===== config.mk =====
export PLATFORM = sky130hd
export DESIGN_NAME = load_store_unit_flat
export DESIGN_NICKNAME = d
export VERILOG_FILES = /design/src/rtl/load_store_unit_if.sv /design/src/rtl/load_store_unit.sv /design/src/flat_wrapper.sv
export SDC_FILE = /design/constraint.sdc
export NUM_CORES = 1
export LEC_CHECK = 0
export BUFFER_PORTS_ARGS = -buffer_cell sky130_fd_sc_hd__clkbuf_2
export CAP_MARGIN = 20
export CORE_MARGIN = 10
export CORE_UTILIZATION = 50
export DETAILED_ROUTE_END_ITERATION = 6
export GPL_ROUTABILITY_DRIVEN = 0
export GPL_TIMING_DRIVEN = 0
export PLACE_DENSITY = 0.76
export SYNTH_ARGS = -nofsm -noshare
export SYNTH_HDL_FRONTEND = slang
export SYNTH_SLANG_ARGS = --single-unit

===== constraint.sdc =====
create_clock -name clk -period 2.4 [get_ports clk]
set_clock_uncertainty 0.05 [all_clocks]
set_input_delay 0.72 -clock clk [delete_from_list [all_inputs] [get_ports clk]]
set_output_delay 0.72 -clock clk [all_outputs]
set_load 0.005 [all_outputs]

===== src/rtl/load_store_unit_if.sv =====
// Request/response and data-memory signal bundle for the load/store unit.
// The unit connects through the slave modport; control unit plus memory use master.
interface load_store_unit_if #(
    parameter int ADDR_W = 64
);
    logic              req_valid;
    logic              req_ready;
    logic              req_we;
    logic [2:0]        req_func3;
    logic [ADDR_W-1:0] req_addr;
    logic [63:0]       req_wdata;
    logic              resp_valid;
    logic [63:0]       resp_rdata;
    logic              resp_err;
    logic [ADDR_W-1:0] mem_addr;
    logic [63:0]       mem_wdata;
    logic              mem_wr;
    logic [63:0]       mem_rdata;

    modport slave (
        input  req_valid, req_we, req_func3, req_addr, req_wdata, mem_rdata,
        output req_ready, resp_valid, resp_rdata, resp_err, mem_addr, mem_wdata, mem_wr
    );

    modport master (
        output req_valid, req_we, req_func3, req_addr, req_wdata, mem_rdata,
        input  req_ready, resp_valid, resp_rdata, resp_err, mem_addr, mem_wdata, mem_wr
    );
endinterface


===== src/rtl/load_store_unit.sv =====
// Load/store sequencer for a 64-bit doubleword data memory: extends loads,
// performs sub-doubleword stores by read-modify-write, rejects illegal/misaligned requests.
module load_store_unit #(
    parameter int MEM_LAT = 1,
    parameter int ADDR_W  = 64
) (
    input  logic                  clk,
    input  logic                  reset,
    load_store_unit_if.slave      bus
);
    localparam int CNT_W = $clog2(MEM_LAT + 1);

    typedef enum logic [1:0] {IDLE, RD_WAIT, WRITE, RESP} state_t;

    state_t            state_q, state_d;
    logic              we_q, we_d;
    logic [2:0]        func3_q, func3_d;
    logic [2:0]        off_q, off_d;
    logic [63:0]       wdata_q, wdata_d;
    logic [CNT_W-1:0]  cnt_q, cnt_d;
    logic [ADDR_W-1:0] mem_addr_q, mem_addr_d;
    logic [63:0]       mem_wdata_q, mem_wdata_d;
    logic [63:0]       resp_rdata_q, resp_rdata_d;
    logic              resp_err_q, resp_err_d;

    logic              req_illegal;
    logic              req_misaligned;

    function automatic logic [63:0] extract(input logic [63:0] word, input logic [2:0] off,
                                            input logic [2:0] f3);
        logic [63:0] sh;
        sh = word >> {off, 3'b000};
        case (f3)
            3'b000:  extract = {{56{sh[7]}},  sh[7:0]};
            3'b001:  extract = {{48{sh[15]}}, sh[15:0]};
            3'b010:  extract = {{32{sh[31]}}, sh[31:0]};
            3'b100:  extract = {56'b0, sh[7:0]};
            3'b101:  extract = {48'b0, sh[15:0]};
            3'b110:  extract = {32'b0, sh[31:0]};
            default: extract = sh;
        endcase
    endfunction

    // Byte lanes off..off+size-1 come from the store data, the rest from the read word.
    function automatic logic [63:0] merge(input logic [63:0] old, input logic [63:0] wd,
                                          input logic [2:0] off, input logic [1:0] sz_log);
        logic [63:0] mask;
        case (sz_log)
            2'd0:    mask = 64'h0000_0000_0000_00FF;
            2'd1:    mask = 64'h0000_0000_0000_FFFF;
            2'd2:    mask = 64'h0000_0000_FFFF_FFFF;
            default: mask = '1;
        endcase
        mask  = mask << {off, 3'b000};
        merge = (old & ~mask) | ((wd << {off, 3'b000}) & mask);
    endfunction

    always_comb begin
        req_illegal = bus.req_we ? bus.req_func3[2] : (bus.req_func3 == 3'b111);
        case (bus.req_func3[1:0])
            2'b01:   req_misaligned = bus.req_addr[0];
            2'b10:   req_misaligned = |bus.req_addr[1:0];
            2'b11:   req_misaligned = |bus.req_addr[2:0];
            default: req_misaligned = 1'b0;
        endcase
    end

    always_comb begin
        state_d      = state_q;
        we_d         = we_q;
        func3_d      = func3_q;
        off_d        = off_q;
        wdata_d      = wdata_q;
        cnt_d        = cnt_q;
        mem_addr_d   = mem_addr_q;
        mem_wdata_d  = mem_wdata_q;
        resp_rdata_d = resp_rdata_q;
        resp_err_d   = resp_err_q;
        case (state_q)
            IDLE: begin
                if (bus.req_valid) begin
                    we_d       = bus.req_we;
                    func3_d    = bus.req_func3;
                    off_d      = bus.req_addr[2:0];
                    wdata_d    = bus.req_wdata;
                    mem_addr_d = {bus.req_addr[ADDR_W-1:3], 3'b000};
                    if (req_illegal || req_misaligned) begin
                        resp_rdata_d = '0;
                        resp_err_d   = 1'b1;
                        state_d      = RESP;
                    end else if (bus.req_we && bus.req_func3[1:0] == 2'b11) begin
                        mem_wdata_d = bus.req_wdata;
                        state_d     = WRITE;
                    end else begin
                        cnt_d   = CNT_W'(MEM_LAT);
                        state_d = RD_WAIT;
                    end
                end
            end
            RD_WAIT: begin
                cnt_d = cnt_q - CNT_W'(1);
                if (cnt_q == CNT_W'(1)) begin
                    if (we_q) begin
                        mem_wdata_d = merge(bus.mem_rdata, wdata_q, off_q, func3_q[1:0]);
                        state_d     = WRITE;
                    end else begin
                        resp_rdata_d = extract(bus.mem_rdata, off_q, func3_q);
                        resp_err_d   = 1'b0;
                        state_d      = RESP;
                    end
                end
            end
            WRITE: begin
                resp_rdata_d = '0;
                resp_err_d   = 1'b0;
                state_d      = RESP;
            end
            RESP:    state_d = IDLE;
            default: state_d = IDLE;
        endcase
    end

    always_ff @(posedge clk or negedge reset) begin
        if (!reset) begin
            state_q      <= IDLE;
            we_q         <= 1'b0;
            func3_q      <= '0;
            off_q        <= '0;
            wdata_q      <= '0;
            cnt_q        <= '0;
            mem_addr_q   <= '0;
            mem_wdata_q  <= '0;
            resp_rdata_q <= '0;
            resp_err_q   <= 1'b0;
        end else begin
            state_q      <= state_d;
            we_q         <= we_d;
            func3_q      <= func3_d;
            off_q        <= off_d;
            wdata_q      <= wdata_d;
            cnt_q        <= cnt_d;
            mem_addr_q   <= mem_addr_d;
            mem_wdata_q  <= mem_wdata_d;
            resp_rdata_q <= resp_rdata_d;
            resp_err_q   <= resp_err_d;
        end
    end

    assign bus.req_ready  = (state_q == IDLE);
    assign bus.resp_valid = (state_q == RESP);
    assign bus.mem_wr     = (state_q == WRITE);
    assign bus.resp_rdata = resp_rdata_q;
    assign bus.resp_err   = resp_err_q;
    assign bus.mem_addr   = mem_addr_q;
    assign bus.mem_wdata  = mem_wdata_q;
endmodule


===== src/flat_wrapper.sv =====
// flat-port wrapper written by rule: the top's interface ports become plain ports
module load_store_unit_flat 
#(
    parameter int MEM_LAT = 1,
    parameter int ADDR_W  = 64
)
  (clk, reset, bus_req_valid, bus_req_we, bus_req_func3, bus_req_addr, bus_req_wdata, bus_mem_rdata, bus_req_ready, bus_resp_valid, bus_resp_rdata, bus_resp_err, bus_mem_addr, bus_mem_wdata, bus_mem_wr);
  load_store_unit_if #(.ADDR_W(ADDR_W)) bus_i ();
  input  logic clk;
  input  logic reset;
  input wire logic [$bits(bus_i.req_valid)-1:0] bus_req_valid;
  input wire logic [$bits(bus_i.req_we)-1:0] bus_req_we;
  input wire logic [$bits(bus_i.req_func3)-1:0] bus_req_func3;
  input wire logic [$bits(bus_i.req_addr)-1:0] bus_req_addr;
  input wire logic [$bits(bus_i.req_wdata)-1:0] bus_req_wdata;
  input wire logic [$bits(bus_i.mem_rdata)-1:0] bus_mem_rdata;
  output wire logic [$bits(bus_i.req_ready)-1:0] bus_req_ready;
  output wire logic [$bits(bus_i.resp_valid)-1:0] bus_resp_valid;
  output wire logic [$bits(bus_i.resp_rdata)-1:0] bus_resp_rdata;
  output wire logic [$bits(bus_i.resp_err)-1:0] bus_resp_err;
  output wire logic [$bits(bus_i.mem_addr)-1:0] bus_mem_addr;
  output wire logic [$bits(bus_i.mem_wdata)-1:0] bus_mem_wdata;
  output wire logic [$bits(bus_i.mem_wr)-1:0] bus_mem_wr;
  assign bus_i.req_valid = bus_req_valid;
  assign bus_i.req_we = bus_req_we;
  assign bus_i.req_func3 = bus_req_func3;
  assign bus_i.req_addr = bus_req_addr;
  assign bus_i.req_wdata = bus_req_wdata;
  assign bus_i.mem_rdata = bus_mem_rdata;
  assign bus_req_ready = bus_i.req_ready;
  assign bus_resp_valid = bus_i.resp_valid;
  assign bus_resp_rdata = bus_i.resp_rdata;
  assign bus_resp_err = bus_i.resp_err;
  assign bus_mem_addr = bus_i.mem_addr;
  assign bus_mem_wdata = bus_i.mem_wdata;
  assign bus_mem_wr = bus_i.mem_wr;
  load_store_unit #(.MEM_LAT(MEM_LAT), .ADDR_W(ADDR_W)) u_core (.clk(clk), .reset(reset), .bus(bus_i));
endmodule

# --- Word level (Yosys, flattened, before mapping) ---
# Cells that the tools add are included.
totals:
  wordCells: 87
  inputBits: 199
  out_inout_bits: 196
  register_bits: 264
classes:
  addsub: 1
  n_shift: 3
  reduce_logical: 14
  bitwise_logic: 4
  n_eq_ne: 22
  mux: 33
op_table:
  columns: ["cell", "count"]
  rows:
  - ["$mux 64", 12]
  - ["$pmux 64 s3", 2]
  - ["$pmux 64 s6", 1]
  - ["$and 64x64->64", 2]
  - ["$pmux 64 s2", 1]
  - ["$shl 64x6->64", 2]
  - ["$not 64->64", 1]
  - ["$or 64x64->64", 1]
  - ["$shr 64x6->64", 1]
  - ["$eq 3x3->1 const B", 4]
  - ["$eq 2x2->1 const B", 5]
  - ["$mux 1", 9]
  - ["$mux 2", 4]
  - ["$ne 2x1->1 const B", 4]
  - ["$ne 2x2->1 const B", 4]
  - ["$pmux 2 s4", 1]
  - ["$eq 2x1->1 const B", 3]
  - ["$pmux 1 s3", 2]
  - ["$reduce_and 6->1", 1]
  - ["$reduce_and 5->1", 1]
  - ["$logic_not 2->1", 2]
  - ["$reduce_and 2->1", 2]
  - ["$reduce_and 4->1", 1]
  - ["$eq 3x1->1 const B", 1]
  - ["other kinds (10)", 10]

# --- Depth between registers and ports, before layout ---
depth:
  ltp_word: 12
  mapped_depth: 10
  ltp_nobuf: 7

# --- Worst setup path after synthesis ---
# OpenSTA, ideal clock, no wires.
synth_path:
  path_type: "input to register"
  start: "input bus_req_addr[2]"
  end: "register u_core.resp_rdata_q[39] (netlist: u_core.bus.resp_rdata[39])"
  setup_time_ns: 0.134
  t_arrival_ns: 2.058
  path_slack_ns: 0.158
  n_path_buf: 1
  required_ns: 2.216
  path_stages: 6
  cell_sequence: "or2_1 -> a211o_1 -> o211ai_2 -> clkbuf_1 -> a2bb2oi_1 -> a31oi_2"
synth_between:
  elab_chain_cells: 5
synth_rtl:
  columns: ["element", "line", "text"]
  rows:
  - ["start: declaration", "flat_wrapper.sv:14", "input wire logic [$bits(bus_i.req_addr)-1:0] bus_req_addr;"]
  - ["$reduce_or 3->1", "load_store_unit.sv:63", "2'b11: req_misaligned = |bus.req_addr[2:0];"]
  - ["$pmux 1 s3", "load_store_unit.sv:60", "case (bus.req_func3[1:0])"]
  - ["$logic_or 1x1->1", "load_store_unit.sv:87", "if (req_illegal || req_misaligned) begin"]
  - ["$ne 2x1->1 (no source line)", null, null]
  - ["$reduce_and 5->1 (no source line)", null, null]
  - ["end signal: assignment", "load_store_unit.sv:144", "resp_rdata_q <= resp_rdata_d;"]
  - ["end: declaration", "load_store_unit.sv:23", "logic [63:0] resp_rdata_q, resp_rdata_d;"]
# Every way passes these cells.
# A chain may end at the register's enable or synchronous reset.

# --- Final worst setup path ---
layout_path:
  start: "register u_core.off_q[1]"
  end: "register u_core.mem_wdata_q[35] (netlist: u_core.bus.mem_wdata[35])"
layout_between:
  elab_chain_cells: 7
  elab_cells_between_ends: 9
  cone_classes: "shift (2); mux (3); bitwise (4)"
layout_rtl:
  columns: ["element", "line", "text"]
  rows:
  - ["start: declaration", "load_store_unit.sv:18", "logic [2:0] off_q, off_d;"]
  - ["start signal: assignment", "load_store_unit.sv:128", "off_q <= '0;"]
  - ["start signal: assignment", "load_store_unit.sv:139", "off_q <= off_d;"]
  - ["$shl 64x6->64", "load_store_unit.sv:54", "mask = mask << {off, 3'b000};"]
  - ["$not 64->64", "load_store_unit.sv:55", "merge = (old & ~mask) | ((wd << {off, 3'b000}) & mask);"]
  - ["$and 64x64->64", "load_store_unit.sv:55", null]
  - ["$or 64x64->64 (*)", "load_store_unit.sv:55", null]
  - ["$mux 64 (*)", "load_store_unit.sv:103", "if (we_q) begin"]
  - ["$mux 64 (*)", "load_store_unit.sv:102", "if (cnt_q == CNT_W'(1)) begin"]
  - ["$pmux 64 s2 (*)", "load_store_unit.sv:79", "case (state_q)"]
  - ["end signal: assignment", "load_store_unit.sv:143", "mem_wdata_q <= mem_wdata_d;"]
  - ["end: declaration", "load_store_unit.sv:22", "logic [63:0] mem_wdata_q, mem_wdata_d;"]
# Every way passes the cells marked *; elsewhere a longest branch is shown, timed or not. The select of a mux whose other input is x is not followed.

==> impl_metrics.csv <==
group,metric,value,unit
status,status,"finished with violations",
status,violations,"design-rule violations, negative setup slack",
synthesis,synthArstFlopShare,100,%
die,core,30400,um^2
clock_network,root_buffer,"clkbuf_16",
grt,grt_max_degree,116,
power,p_per_area,1680,nW/um^2
sta,slew_headroom,49.9,%
clock_network,clk_latency,560,ps
detailed_routing,vias,15033,
power,finalPower,0.0327,W
clock_network,cts_buffers,28,
synthesis,ys_seq_area_share,43.1,%
worst_setup_path,r2r_end,"u_core.bus.mem_wdata[35]$_DFFE_PN0P_",
synthesis,synth_top_cell_by_area,"dfrtp_1",
sta,period_needed,2450,ps
sta,timing.final.crit_share,102,%
worst_setup_path,crit_start,"u_core.off_q[1]$_DFFE_PN0P_",
grt,overflow,0,
sta,setup_ws,-46.9,ps
synthesis,ys_ff_latch,264,
grt,grt_pass1_wl,95600,um
cells_and_area,design_area,19400,um^2
grt,grt_use_total,32.5,%
grt,grt_antenna_before_repair,2,
placed_design,dpl-instance-area,17900,um^2
worst_setup_path,crit_chain,"buf_6, buf_4, buf_6, buf_4, mux2i_2, mux2i_1, and3_1, a211oi_2, o21ai_1",
detailed_routing,vias_per_cell,6.53,
synthesis,synth.distinct_cells,67,
clock_network,clock_path_buffers,3,
sta,slew_violations,0,
power,ir_drop,848,uV
clock_network,cts_hold_buf,0,
worst_setup_path,ff2ff_path_depth,9,
synthesis,netlist_instances,1450,
placed_design,portBuffers,391,
synthesis,synth_flop_cell,"dfrtp_1",
cells_and_area,syn_to_final_growth,26.6,%
detailed_routing,wl_per_cell,28.2,um
die,die_y,195,um
synthesis,synth_area,15300,um^2
worst_setup_path,critPathLaunchType,"flop",
worst_setup_path,path_delay_family,"buffers and inverters",
die,ios,395,
worst_setup_path,slowest_delay,340,ps
detailed_routing,initialDrtViolationCount,2328,
cells_and_area,drive_gt1_share,43.8,%
synthesis,synthTopCellsByArea,"dfrtp_1, mux2_2, mux2i_1",
placed_design,dp_hpwl,50600,um
worst_setup_path,r2r_slack,-50,ps
sta,fmax,409,MHz
cells_and_area,fillers,2476,
synthesis,avgSynthCellArea,10.6,um^2
grt,first_global_vias,15118,
worst_setup_path,end_kind,"flop",
worst_setup_path,worst-path-buf-inv,4,
sta,finalHoldViolations,0,
sta,report.final.setup_viol,3,
detailed_routing,finalWirelength,64900,um
flow_run,drv_cap,0,
detailed_routing,first_pass_iters,7,
sta,tightest_slew,751,ps
worst_setup_path,criticalPathCategory,"reg2reg",
die,die_x,195,um
clock_network,cts_sinks,264,
detailed_routing,ant_nets,0,
synthesis,synth_edf_count,0,
clock_network,htree_levels,1,
worst_setup_path,cp_data_required_time,2770,ps
cells_and_area,nets,2084,
synthesis,yosys_warnings,0,
synthesis,yosys.area.top_type_share,43.1,%
worst_hold_path,holdCritPathClass,"in2async",
clock_network,cts_tree,"built",
worst_setup_path,cp_max_fo,10,
worst_setup_path,r2r_start,"u_core.off_q[1]$_DFFE_PN0P_",
placed_design,dp_slack,-627,ps
die,start_util,50.4,%
worst_setup_path,critPathSlowestCell,"dfrtp_1",
die,row_count,64,
worst_setup_path,cp_data_arrival_time,2820,ps
detailed_routing,route.detailed.drc,143,
sta,finalSetupTns,-58.5,ps
sta,rsz0062_at_grt,"true",
die,dieArea,38100,um^2
power,power.leakage,8.92,nW
clock_network,clk_pin_slew,60,ps
[cells in the final DEF (no fill, tap or decap), drive strengths merged, types with 5 or more instances in the layout]
cell type | Yosys | final
clkbuf | 62 | 489
dfrtp | 264 | 264
mux2 | 155 | 155
o21ai | 143 | 143
mux2i | 141 | 141
nand2 | 106 | 106
a21oi | 96 | 96
buf | 74 | 86
nor2 | 55 | 55
a211oi | 43 | 43
a31oi | 42 | 42
a22oi | 34 | 34
mux4 | 19 | 19
nor2b | 17 | 17
a2bb2oi | 16 | 16
inv | 15 | 16
o22ai | 16 | 16
o221ai | 15 | 15
o21a | 12 | 12
a21o | 12 | 12
o211ai | 12 | 12
nand2b | 9 | 9
and3 | 9 | 9
o2bb2ai | 8 | 8
o22a | 8 | 8
and3b | 7 | 7
nor3b | 7 | 7
o221a | 7 | 7
clkinv | 1 | 6
nand3 | 6 | 6
diode | 0 | 5
and2 | 5 | 5
[how the worst max path moves through the flow]
stage / endpoint / cells past startpoint / slack, ps
floorplan: u_core.bus.resp_rdata[39]$_DFFE_PN0P_ / 6 / 160
global placement: u_core.bus.mem_addr[51]$_DFFE_PN0P_ / 1 / -4750
detailed placement: u_core.wdata_q[2]$_DFFE_PN0P_ / 7 / -630
CTS: u_core.bus.resp_rdata[19]$_DFFE_PN0P_ / 9 / 1
global route: u_core.bus.mem_wdata[31]$_DFFE_PN0P_ / 9 / -50
finish: u_core.bus.mem_wdata[35]$_DFFE_PN0P_ / 9 / -50
[worst register-to-register path, delay by kind of cell (launching register included)]
family	cells	cell delay, ps
buffers and inverters	4	810
DFF	1	340
AOI/OAI and AO/OA	2	450
and+or+nand+nor	1	210
muxes	2	460
[routing by layer]
metal  part of all wire [%]  up-vias  track usage, %  wire, um
li1                       -     6278               -         -
met1                     36     7238            38.6     23300
met2                     44     1184            49.7     28400
met3                     13      331            13.4      8640
met4                    7.0        2            16.7      4550
met5                  0.029        -               0        19
[flip-flops by register name, indices dropped and copies added (netlist names)]
name and flops:
u_core.cnt_q 1, u_core.we_q 1, u_core.wdata_q 64, u_core.bus.mem_wdata 64
u_core.off_q 3, u_core.bus.mem_addr 61, u_core.func3_q 3, u_core.bus.resp_rdata 64
u_core.bus.resp_err 1, u_core.state_q 2
[Yosys cell counts (6+ instances only)]
cell	count
buf_4	19
o21ai_1	20
inv_1	15
a31oi_1	22
a21o_1	12
o21ai_0	121
o211ai_1	10
clkbuf_1	61
o22ai_1	16
nor2b_1	17
nor3b_1	7
nand3_1	6
a2bb2oi_1	16
buf_6	10
mux2i_1	141
o21a_1	12
a31oi_2	20
o2bb2ai_1	8
dfrtp_1	264
buf_1	6
buf_2	39
mux4_2	19
a22oi_1	34
a211oi_1	42
o221ai_1	15
nor2_1	54
a21oi_1	95
and3_1	9
o22a_1	8
nand2b_1	9
nand2_1	106
mux2_2	155
and3b_1	7
[through the flow]
step	utilization, %	hold slack, ps	cells
2_1_floorplan	-	374	1452
6_report	63.8	28.9	2302
3_5_place_dp	58.7	419	2241
5_1_grt	63.7	47.4	2297
4_1_cts	62.4	29.5	2293
3_3_place_gp	58.5	412	2239
[timing repair]
item	CTS	global route
setup buffers	3	6
setup endpoints to repair	199	197
pin swaps	2	7
resized for setup	58	123
gates cloned	0	1
[cells by family (layout without fill, tap and decap cells)]
logic type / after synthesis / in the layout / share of synthesized area, %
AO/OA/AOI/OAI: 481 / 481 / 21.1
adder cells (fa/ha/maj): 4 / 4 / 0.326
flip-flops: 264 / 264 / 43.1
other: 1 / 8 / 0.0245
multiplexers: 315 / 315 / 23.4
buffers and inverters: 152 / 601 / 5.00
AND/OR/NAND/NOR: 233 / 233 / 7.07
[final cells by class]
type                    instances  area (um^2)  share of cell area, %
diodes                          5         12.5                 0.0645
clock buffers                  40          837                   4.31
inverters                      16         61.3                  0.316
clock inverters                10          113                  0.580
multi-input cells            1036         8340                   43.0
plain buffers                 132          832                   4.29
repair buffers                403         2110                   10.8
flip-flops and latches        264         6610                   34.0
well taps                     396          495                   2.55
[power by group]
group / internal, W / switching (W) / total (W)
logic: 0.00813 / 0.0115 / 0.0196
registers: 0.00663 / 0.00196 / 0.00858
clock network: 0.00263 / 0.00185 / 0.00448
Note: power is estimated with default switching activity, not from simulation.
